[config.mk]
export PLATFORM = sky130hd
export DESIGN_NAME = fifo_ctrl
export DESIGN_NICKNAME = d
export VERILOG_FILES = /design/src/rtl/fifo_ctrl.sv
export SDC_FILE = /design/constraint.sdc
export NUM_CORES = 1
export LEC_CHECK = 0
export CELL_PAD_IN_SITES_DETAIL_PLACEMENT = 0
export CELL_PAD_IN_SITES_GLOBAL_PLACEMENT = 1
export CORE_ASPECT_RATIO = 0.5
export CORE_MARGIN = 2
export CORE_UTILIZATION = 30
export DETAILED_ROUTE_END_ITERATION = 16
export GPL_TIMING_DRIVEN = 0
export HOLD_SLACK_MARGIN = 0.1
export MAX_ROUTING_LAYER = met4
export PLACE_DENSITY = 0.67
export SETUP_SLACK_MARGIN = 0.15
export SLEW_MARGIN = 20
export SYNTH_ARGS = -nofsm -noshare
export SYNTH_HDL_FRONTEND = slang
export SYNTH_SLANG_ARGS = --single-unit
[constraint.sdc]
create_clock -name clk -period 2.7 [get_ports clk]
set_input_delay 0.27 -clock clk [delete_from_list [all_inputs] [get_ports clk]]
set_output_delay 0.27 -clock clk [all_outputs]
set_load 0.01 [all_outputs]
[src/rtl/fifo_ctrl.sv]
// FIFO controller: drives the write/read pointers of an external register file and
// keeps the occupancy count, threshold flags and sticky error flags registered.
module fifo_ctrl #(
  parameter int ADDR_WIDTH = 3,
  parameter int AF_LEVEL   = 6,
  parameter int AE_LEVEL   = 2
) (
  input  logic                  clk,
  input  logic                  reset,
  input  logic                  wr,
  input  logic                  rd,
  output logic [ADDR_WIDTH-1:0] w_addr,
  output logic [ADDR_WIDTH-1:0] r_addr,
  output logic                  w_en,
  output logic                  full,
  output logic                  empty,
  output logic                  almost_full,
  output logic                  almost_empty,
  output logic [ADDR_WIDTH:0]   count,
  output logic                  overflow,
  output logic                  underflow
);

  localparam int                    DEPTH    = 2 ** ADDR_WIDTH;
  localparam logic [ADDR_WIDTH:0]   DEPTH_C  = (ADDR_WIDTH + 1)'(DEPTH);
  localparam logic [ADDR_WIDTH:0]   AF_C     = (ADDR_WIDTH + 1)'(AF_LEVEL);
  localparam logic [ADDR_WIDTH:0]   AE_C     = (ADDR_WIDTH + 1)'(AE_LEVEL);
  localparam logic [ADDR_WIDTH:0]   CNT_ONE  = (ADDR_WIDTH + 1)'(1);
  localparam logic [ADDR_WIDTH-1:0] PTR_ONE  = ADDR_WIDTH'(1);

  logic                rd_ok_s;
  logic                wr_ok_s;
  logic                wr_drop_s;
  logic [ADDR_WIDTH:0] count_nxt_s;

  // Accept logic: a write into a full FIFO only goes through alongside an accepted read.
  always_comb begin
    rd_ok_s     = rd & ~empty;
    wr_ok_s     = wr & (~full | rd_ok_s) & ~reset;
    wr_drop_s   = wr & full & ~rd_ok_s;
    count_nxt_s = count;
    case ({wr_ok_s, rd_ok_s})
      2'b10:   count_nxt_s = count + CNT_ONE;
      2'b01:   count_nxt_s = count - CNT_ONE;
      default: count_nxt_s = count;
    endcase
  end

  assign w_en = wr_ok_s;

  // Pointers wrap naturally at DEPTH; flags are derived from the next count so they
  // are coherent with count in the same cycle.
  always_ff @(posedge clk) begin
    if (reset) begin
      w_addr       <= {ADDR_WIDTH{1'b0}};
      r_addr       <= {ADDR_WIDTH{1'b0}};
      count        <= {(ADDR_WIDTH + 1){1'b0}};
      full         <= 1'b0;
      empty        <= 1'b1;
      almost_full  <= 1'b0;
      almost_empty <= 1'b1;
      overflow     <= 1'b0;
      underflow    <= 1'b0;
    end else begin
      if (wr_ok_s) begin
        w_addr <= w_addr + PTR_ONE;
      end
      if (rd_ok_s) begin
        r_addr <= r_addr + PTR_ONE;
      end
      count        <= count_nxt_s;
      full         <= (count_nxt_s == DEPTH_C);
      empty        <= (count_nxt_s == {(ADDR_WIDTH + 1){1'b0}});
      almost_full  <= (count_nxt_s >= AF_C);
      almost_empty <= (count_nxt_s <= AE_C);
      if (wr_drop_s) begin
        overflow <= 1'b1;
      end
      if (rd & empty) begin
        underflow <= 1'b1;
      end
    end
  end

endmodule

## After elaboration in Yosys (flattened, before gate mapping)

Index checks and enable logic that the tools add are counted.

- Flip-flop bits (word level): 16
- Latch bits: 0
- Bits in writable memories: 0
- ROM bits: 0
- Bits of input ports: 4
- Output and inout bits: 17
- Logic and storage cells: 31
- Memories: 0

- $add $sub $neg: 4
- Multiply operators: 0
- Divide/modulo/power cells: 0
- $lt $le $gt $ge: 2
- Eq/ne operators: 3
- Shift-type cells: 0
- Muxes and demuxes: 1
- Bitwise logic cells: 11
- Reductions and logical operators: 1

Operators with widths:

| cell | number |
|---|---|
| $pmux W4 S2 | 1 |
| $add A3 B1 Y3 const B | 2 |
| $and A1 B1 Y1 | 6 |
| $add A4 B1 Y4 const B | 1 |
| $eq A4 B4 Y1 const B | 1 |
| $ge A4 B3 Y1 const B | 1 |
| $le A4 B2 Y1 const B | 1 |
| $logic_not A4 Y1 | 1 |
| $not A1 Y1 | 4 |
| $sub A4 B1 Y4 const B | 1 |
| $eq A2 B1 Y1 const B | 1 |
| $eq A2 B2 Y1 const B | 1 |
| $or A1 B1 Y1 | 1 |

## Longest topological paths before layout

Gate-level depths: netlist of the first run.

- Depth in word-level cells: 8
- Depth in mapped cells: 11
- Gate-level depth less buffers: 11

## Worst setup path before layout of the first run

Ideal clock, no wire load.

- Path kind: register -> register
- Start: reg empty
- End: reg full
- Library setup time: 0.073 ns
- Arrival time: 2.418 ns
- Required time: 2.627 ns
- Slack: 0.210 ns
- Stages on the path, launching flop included: 12
- Path buffers: 0
- Clock period less this slack: 2.490 ns
- Cells stage by stage: dfxtp_1 nand2b_1 a21boi_1 nand2b_1 ha_1 xor2_1 ha_1 a21oi_2 mux2i_1 xor2_1 o21a_1 nor3b_2

- Longest elaborated chain between the ends: 8
- Elaborated cells on any way between the ends: 9
- Classes of those cells: 3 x eq/ne; 1 x mux; 5 x bitwise

RTL lines:

| element | line | text |
|---|---|---|
| start, declared | 16 | `output logic empty,` |
| start signal, assigned | 73 | `empty <= (count_nxt_s == {(ADDR_WIDTH + 1){1'b0}});` |
| $not A1 Y1 * | 38 | `rd_ok_s = rd & ~empty;` |
| $and A1 B1 Y1 * | 38 |  |
| $or A1 B1 Y1 | 39 | `wr_ok_s = wr & (~full \| rd_ok_s) & ~reset;` |
| $and A1 B1 Y1 (2 in series) | 39 |  |
| $eq A2 B1 Y1 or $eq A2 B2 Y1 (tied branches) | 42 | `case ({wr_ok_s, rd_ok_s})` |
| $pmux W4 S2 * | 42 |  |
| $eq A4 B4 Y1 * | 72 | `full <= (count_nxt_s == DEPTH_C);` |
| end signal, assigned | 72 |  |
| end, declared | 15 | `output logic full,` |

Mark *: on every way between the ends. The rest lies on a longest branch, timed or not.
A chain may end at the register's enable or synchronous reset.

## Worst setup path after layout of the first run

Ends and elaborated chain as after synthesis.

==> metrics, run 1 <==
run status=finished clean; internal power contribution=640 uW; Final min period=2.34 ns; CTS tree=done; share of synthesized cell area in and, or, nand and nor gates=0.191; number of endpoints failing setup at the final stage=0; chip height=40.1 um; worst-case register-to-register setup slack=0.36 ns; part of the total power dissipated in combinational logic=0.472; Setup WS pre-CTS=-0.463 ns; power density over the cells=841 mW/mm^2; adder-cell area share of the yosys netlist=0.0801; Detailed Route Iter0 Violations=23; fraction of synthesis flops using an asynchronous set or reset pin=0; worst min-delay path class=input pin to flop; area share of the largest cell type after synthesis=0.410; arrival time of data at the critical path endpoint=2.51 ns; die area=0.00305 mm^2; initial antenna violation count=0; combinational family with the most area after synthesis=simple AND/OR/NAND/NOR gates; width of the die=76.1 um; clock network power share=0.184; First-pass DRT Iterations=4; Final Hold Vio Count=0; highest clock frequency the design can meet=0.428 GHz; post-detailed-placement cell area=0.00101 mm^2; Total GRT Usage=0.125; main area contributors after synthesis=dfxtp_1 41%, ha_1 8.0%, nor2_1 5.8%; Clk Tree Root Cell=clkbuf_8; cells after synthesis=81; Max H-tree Level=1; sequential power share=0.344; Post-CTS Hold Fix Bufs=0; DRC Markers=0; slew at the pin closest to its max-slew limit=0.477 ns; crit path capture type=flop; WP data required=2.87 ns; Critical Path Fanout Max=4; half-perimeter wire length after placement=1.21 mm; post-layout net count=121; standard cell core area=0.00234 mm^2; switching power total=310 uW; maximum VDD drop=0.378 mV; mux share of post-synthesis cell area=0.0385; Final period util=0.865; flip-flop cell with the highest count after synthesis=dfxtp_1; via-per-instance ratio=4.36; critical path class=flop to flop; kind of start point of the critical path=flop; number of diodes added for antenna fixing=0; total non-filler cell area in the finished layout=0.00113 mm^2; Clock Latency Late Sink=0.24 ns; overall power=950 uW; count of state elements after synthesis=16; routed vias=632; Mapped Avg Cell Area=9.64 um^2; Synth Area in XOR/XNOR=0.0994; worst-case reg-to-reg path depth=11; Warnings, synthesis=0; initial cell density of the core=0.333; largest area contributor in the netlist=dfxtp_1; WL final=1.63 mm; wire length of the first global-routing pass=2.73 mm; Bufs on Longest Clock Path=2; Synth Area in Compound Gates=0.111; unrepaired setup endpoints after global routing=false; net count after synthesis=90; share of the yosys chip area belonging to registers=0.410; antenna violation net count after detailed routing=0; max-slew violation count=0; placer's final routability congestion estimate=0.726; buffers added on ports=19; most instantiated cells after synthesis=16 x dfxtp_1, 12 x nor2_1, 5 x ha_1, 5 x nand2_1, 5 x xor2_1; distinct cell type count of the synthesized netlist=31; fill cell count=244; most numerous cell in the Yosys netlist=dfxtp_1; Placement Rows=12; Post-synth EDFFs=0; total of max-cap violations=0; Worst-path clk slew=0.06 ns; number of clock sinks seen by CTS=16; number of buffers created by CTS=3; Area Overhead vs Synth=44.7%; vias in the first global route=602; # IOs=21; tightest slew margin relative to the limit=0.682; crit path setup slack, layout=0.364 ns; leakage power total=0.484 nW; routed length per instance=11.2 um; pin count of the biggest net entering global routing=11; Switching Share=0.326; final setup skew=0.000621 ns; instance count along the most critical hold path=3; aggregate global routing overflow=0; fraction of final layout cells sized beyond drive strength 1=0.209; summed instance area of the synthesized netlist=781 um^2
==> critical path, stage by stage, from the launching register on <==
cell and delay, ns:
dfxtp_1 0.32, nand2b_4 0.15, a21boi_2 0.15, nand2b_1 0.12, ha_2 0.23, xor2_1 0.16
ha_2 0.17, a21oi_2 0.11, mux2i_1 0.24, xor2_1 0.27, o21a_1 0.19, nor3b_2 0.15
==> logic make-up (layout without fill, tap and decap cells) <==
| group | after synthesis | count (layout) |
|---|---|---|
| buf+inv | 8 | 37 |
| compound gates | 12 | 12 |
| simple gates | 29 | 29 |
| fa+ha+maj | 5 | 5 |
| xor+xnor | 8 | 8 |
| mux | 3 | 3 |
| flops | 16 | 16 |
==> metal layers <==
metal | GRT usage | up-vias | part of all wire
met1 | 0.133 | 294 | 0.48
li1 | - | 324 | -
met3 | 0.0338 | 2 | 0.044
met4 | 0.0682 | 0 | 0.012
met5 | - | - | 0
met2 | 0.232 | 12 | 0.47
==> per-stage QoR <==
step | instances | hold WS, ns | TNS [ns] | utilization
5_1_grt | 145 | 0.355 | 0 | 0.482
2_1_floorplan | 81 | 0.415 | 0 | -
4_1_cts | 142 | 0.387 | 0 | 0.466
3_3_place_gp | 135 | 0.454 | -1.73 | 0.433
6_report | 145 | 0.307 | 0 | 0.482
3_5_place_dp | 135 | 0.463 | -1.85 | 0.433
==> what timing repair did <==
| item | in CTS | in global routing |
|---|---|---|
| hold endpoints to repair | 0 | 0 |
| pin swaps | 2 | 2 |
| gates resized for setup | 2 | 4 |
| setup buffers | 4 | 3 |
| setup endpoints to repair | 5 | 5 |
==> registers in the layout, indices dropped and copies added, names as in the netlist <==
register and flops:
full 1, overflow 1, almost_empty 1, r_addr 3, count 4, empty 1
almost_full 1, w_addr 3, underflow 1
==> final cells by class <==
class                           count  area, um^2  area share
Multi-Input combinational cell     57         422       0.373
Sequential cell                    16         320       0.284
Timing Repair Buffer               26         248       0.219
Buffer                              5        43.8      0.0388
Tap cell                           35        43.8      0.0388
Clock buffer                        3        41.3      0.0365
Inverter                            3        11.3     0.00997
==> power by group through the flow <==
stage,Clock (mW),Sequential (mW),Combinational (mW)
3_3_place_gp,0,0.330,0.427
6_report,0.175,0.327,0.449
3_5_place_dp,0,0.333,0.437
2_1_floorplan,0,0.356,0.254
5_1_grt,0.202,0.335,0.487
4_1_cts,0.185,0.329,0.461
==> cell usage in the layout, fill, tap and decap left out, drive strengths merged <==
master          n
a21boi          1
a21o            1
a21oi           4
a22oi           1
a31oi           1
a41o            1
buf             9
clkbuf          6
clkdlybuf4s50  17
dfxtp          16
dlymetal6s2s    2
ha              5
inv             3
mux2i           3
nand2           5
nand2b          2
nand3           1
nand3b          1
nand4b          1
nor2           13
nor2b           1
nor3            1
nor3b           3
o21a            1
o21ai           2
or2             1
xnor2           2
xor2            6
==> final timing paths <==
| kind | start | to |
|---|---|---|
| worst max-delay path | empty | full |
| worst min-delay path | wr | overflow |
| worst max register to register | empty | full |
| worst min register to register | overflow | overflow |
Power figures use the tool's default switching activity.
==> run 2: changes to the inputs <==
REMOVE_ABC_BUFFERS = 1   (was default)
==> run 2 against run 1 <==
  * Core utilization fell by 2.5 points
  * Fmax fell by 0.88%
  * Sequential cell count unchanged
  * Register-to-register slack improved by 0.05 ns
  * Cell area fell by 5.2%
  * Combinational power fell by 14%
  * Total power fell by 4.5%
==> metrics, run 2 (same netlist as run 1, synthesis figures left out) <==
final setup skew=0.00537 ns; wire length of the first global-routing pass=2.61 mm; total of max-cap violations=0; Clk Tree Root Cell=clkbuf_8; via-per-instance ratio=4.31; Critical Path Fanout Max=4; vias in the first global route=572; number of standard cells in the final layout excluding fillers=138; reg-to-reg critical path startpoint=empty; worst-case register-to-register setup slack=0.41 ns; crit path capture type=flop; DRC Markers=0; maximum VDD drop=0.306 mV; half-perimeter wire length after placement=1.18 mm; critical path class=input pin to flop; post-detailed-placement cell area=981 um^2; end of the worst register-to-register path=full; Placement Rows=12; chip height=40.1 um; worst min-delay path class=input pin to flop; top flop regs=count x4, r_addr x3, w_addr x3; leakage power total=0.451 nW; most common cell after layout, fill and taps aside=clkdlybuf4s50_1; kind of start point of the critical path=input pin; Setup WS pre-CTS=-0.547 ns; crit path setup slack, layout=0.343 ns; Critical Path, Cell by Cell=clkdlybuf4s50_1, a21boi_4, nand2b_1, ha_2, xor2_1, ha_1, a21oi_2, mux2i_1, xor2_1, buf_4, o21a_1, nor3b_2; run status=finished clean; stage delay of the slowest cell on the critical path=0.49 ns; fraction of final layout cells sized beyond drive strength 1=0.165; Detailed Route Iter0 Violations=9; Max H-tree Level=1; Final period util=0.873; Fin Hold WS=0.397 ns; Final Hold Vio Count=0; Area Overhead vs Synth=37.2%; number of flip-flops in the largest register=4; WP data required=2.87 ns; slew at the pin closest to its max-slew limit=0.349 ns; Most flops, register=count; instance count along the most critical hold path=3; worst hold path endpoint=underflow; tightest slew margin relative to the limit=0.767; placer's final routability congestion estimate=0.781; # IOs=21; fill cell count=245; arrival time of data at the critical path endpoint=2.53 ns; antenna violation net count after detailed routing=0; worst-case reg-to-reg path depth=12; total non-filler cell area in the finished layout=0.00107 mm^2; pin count of the biggest net entering global routing=18; slowest CP cell=clkdlybuf4s50_1; beginning of the worst hold path=rd; initial cell density of the core=0.333; routed length per instance=11.6 um; Final min period=2.36 ns; power density over the cells=847 mW/mm^2; Worst-path clk slew=0.06 ns; crit-path most repeated cell=xor2_1; Total GRT Usage=0.119; number of placed cells counting well taps=131; number of clock sinks seen by CTS=16; CTS tree=done; WL final=1.60 mm; die area=0.00305 mm^2; highest clock frequency the design can meet=0.424 GHz; width of the die=76.1 um; post-layout net count=114; max-slew violation count=0; number of buffers created by CTS=3; routed vias=595; aggregate global routing overflow=0; initial antenna violation count=0; First-pass DRT Iterations=3; buffers added on ports=20; number of endpoints failing setup at the final stage=0; standard cell core area=0.00234 mm^2; number of diodes added for antenna fixing=0; commonest cells after routing, fill and taps aside=18 x clkdlybuf4s50_1, 16 x dfxtp_1, 12 x nor2_1; Bufs on Longest Clock Path=2; Clock Latency Late Sink=0.25 ns; unrepaired setup endpoints after global routing=false
-- run 2: worst max-delay path: cells and delay by family --
family	cells	cell delay [ns]
muxes	1	0.22
and+or+nand+nor	2	0.26
xor gates and xnor gates	2	0.31
adders and majority gates	2	0.41
AOI/OAI and AO/OA	3	0.43
buffers and inverters	2	0.63
-- run 2: final cells by class --
type | instances | area, um^2 | area share
Inverter | 3 | 11.3 | 0.0105
Tap cell | 35 | 43.8 | 0.0409
Timing Repair Buffer | 24 | 228 | 0.213
Sequential cell | 16 | 320 | 0.299
Multi-Input combinational cell | 57 | 427 | 0.398
Clock buffer | 3 | 41.3 | 0.0386
-- run 2: worst max path at each step --
stage | cells past startpoint | start | slack [ns] | endpoint
after floorplan | 11 | empty | 0.20 | full
after global placement | 12 | rd | -0.44 | full
after detailed placement | 12 | rd | -0.55 | full
after CTS | 13 | rd | 0.19 | full
after global routing | 12 | wr | 0.17 | full
final | 12 | wr | 0.34 | full
-- run 2: per-layer routing --
layer / GRT usage / part of all wire
met5: - / 0
met4: 0.0409 / 0.0075
met3: 0.0338 / 0.033
met2: 0.243 / 0.52
met1: 0.119 / 0.44
-- run 2: power by group --
part	leakage [nW]	switching (mW)	internal, mW
clock network	0.0216	0.0786	0.0988
logic	0.299	0.169	0.214
registers	0.131	0.0568	0.289
total	0.451	0.305	0.603
-- run 2: through the flow --
step	TNS (ns)	total power, mW	util
final	0	0.907	0.457
after global routing	0	0.967	0.457
after CTS	0	0.936	0.451
after detailed placement	-2.29	0.734	0.419
after global placement	-1.63	0.717	0.419
after floorplan	0	0.574	-
-- run 2: repair_timing --
action / CTS / global route
buffers inserted: 2 / 2
endpoints found under the setup margin: 5 / 3
pin swaps: 1 / 0
hold buffers: 0 / 0
resized for setup: 5 / 3
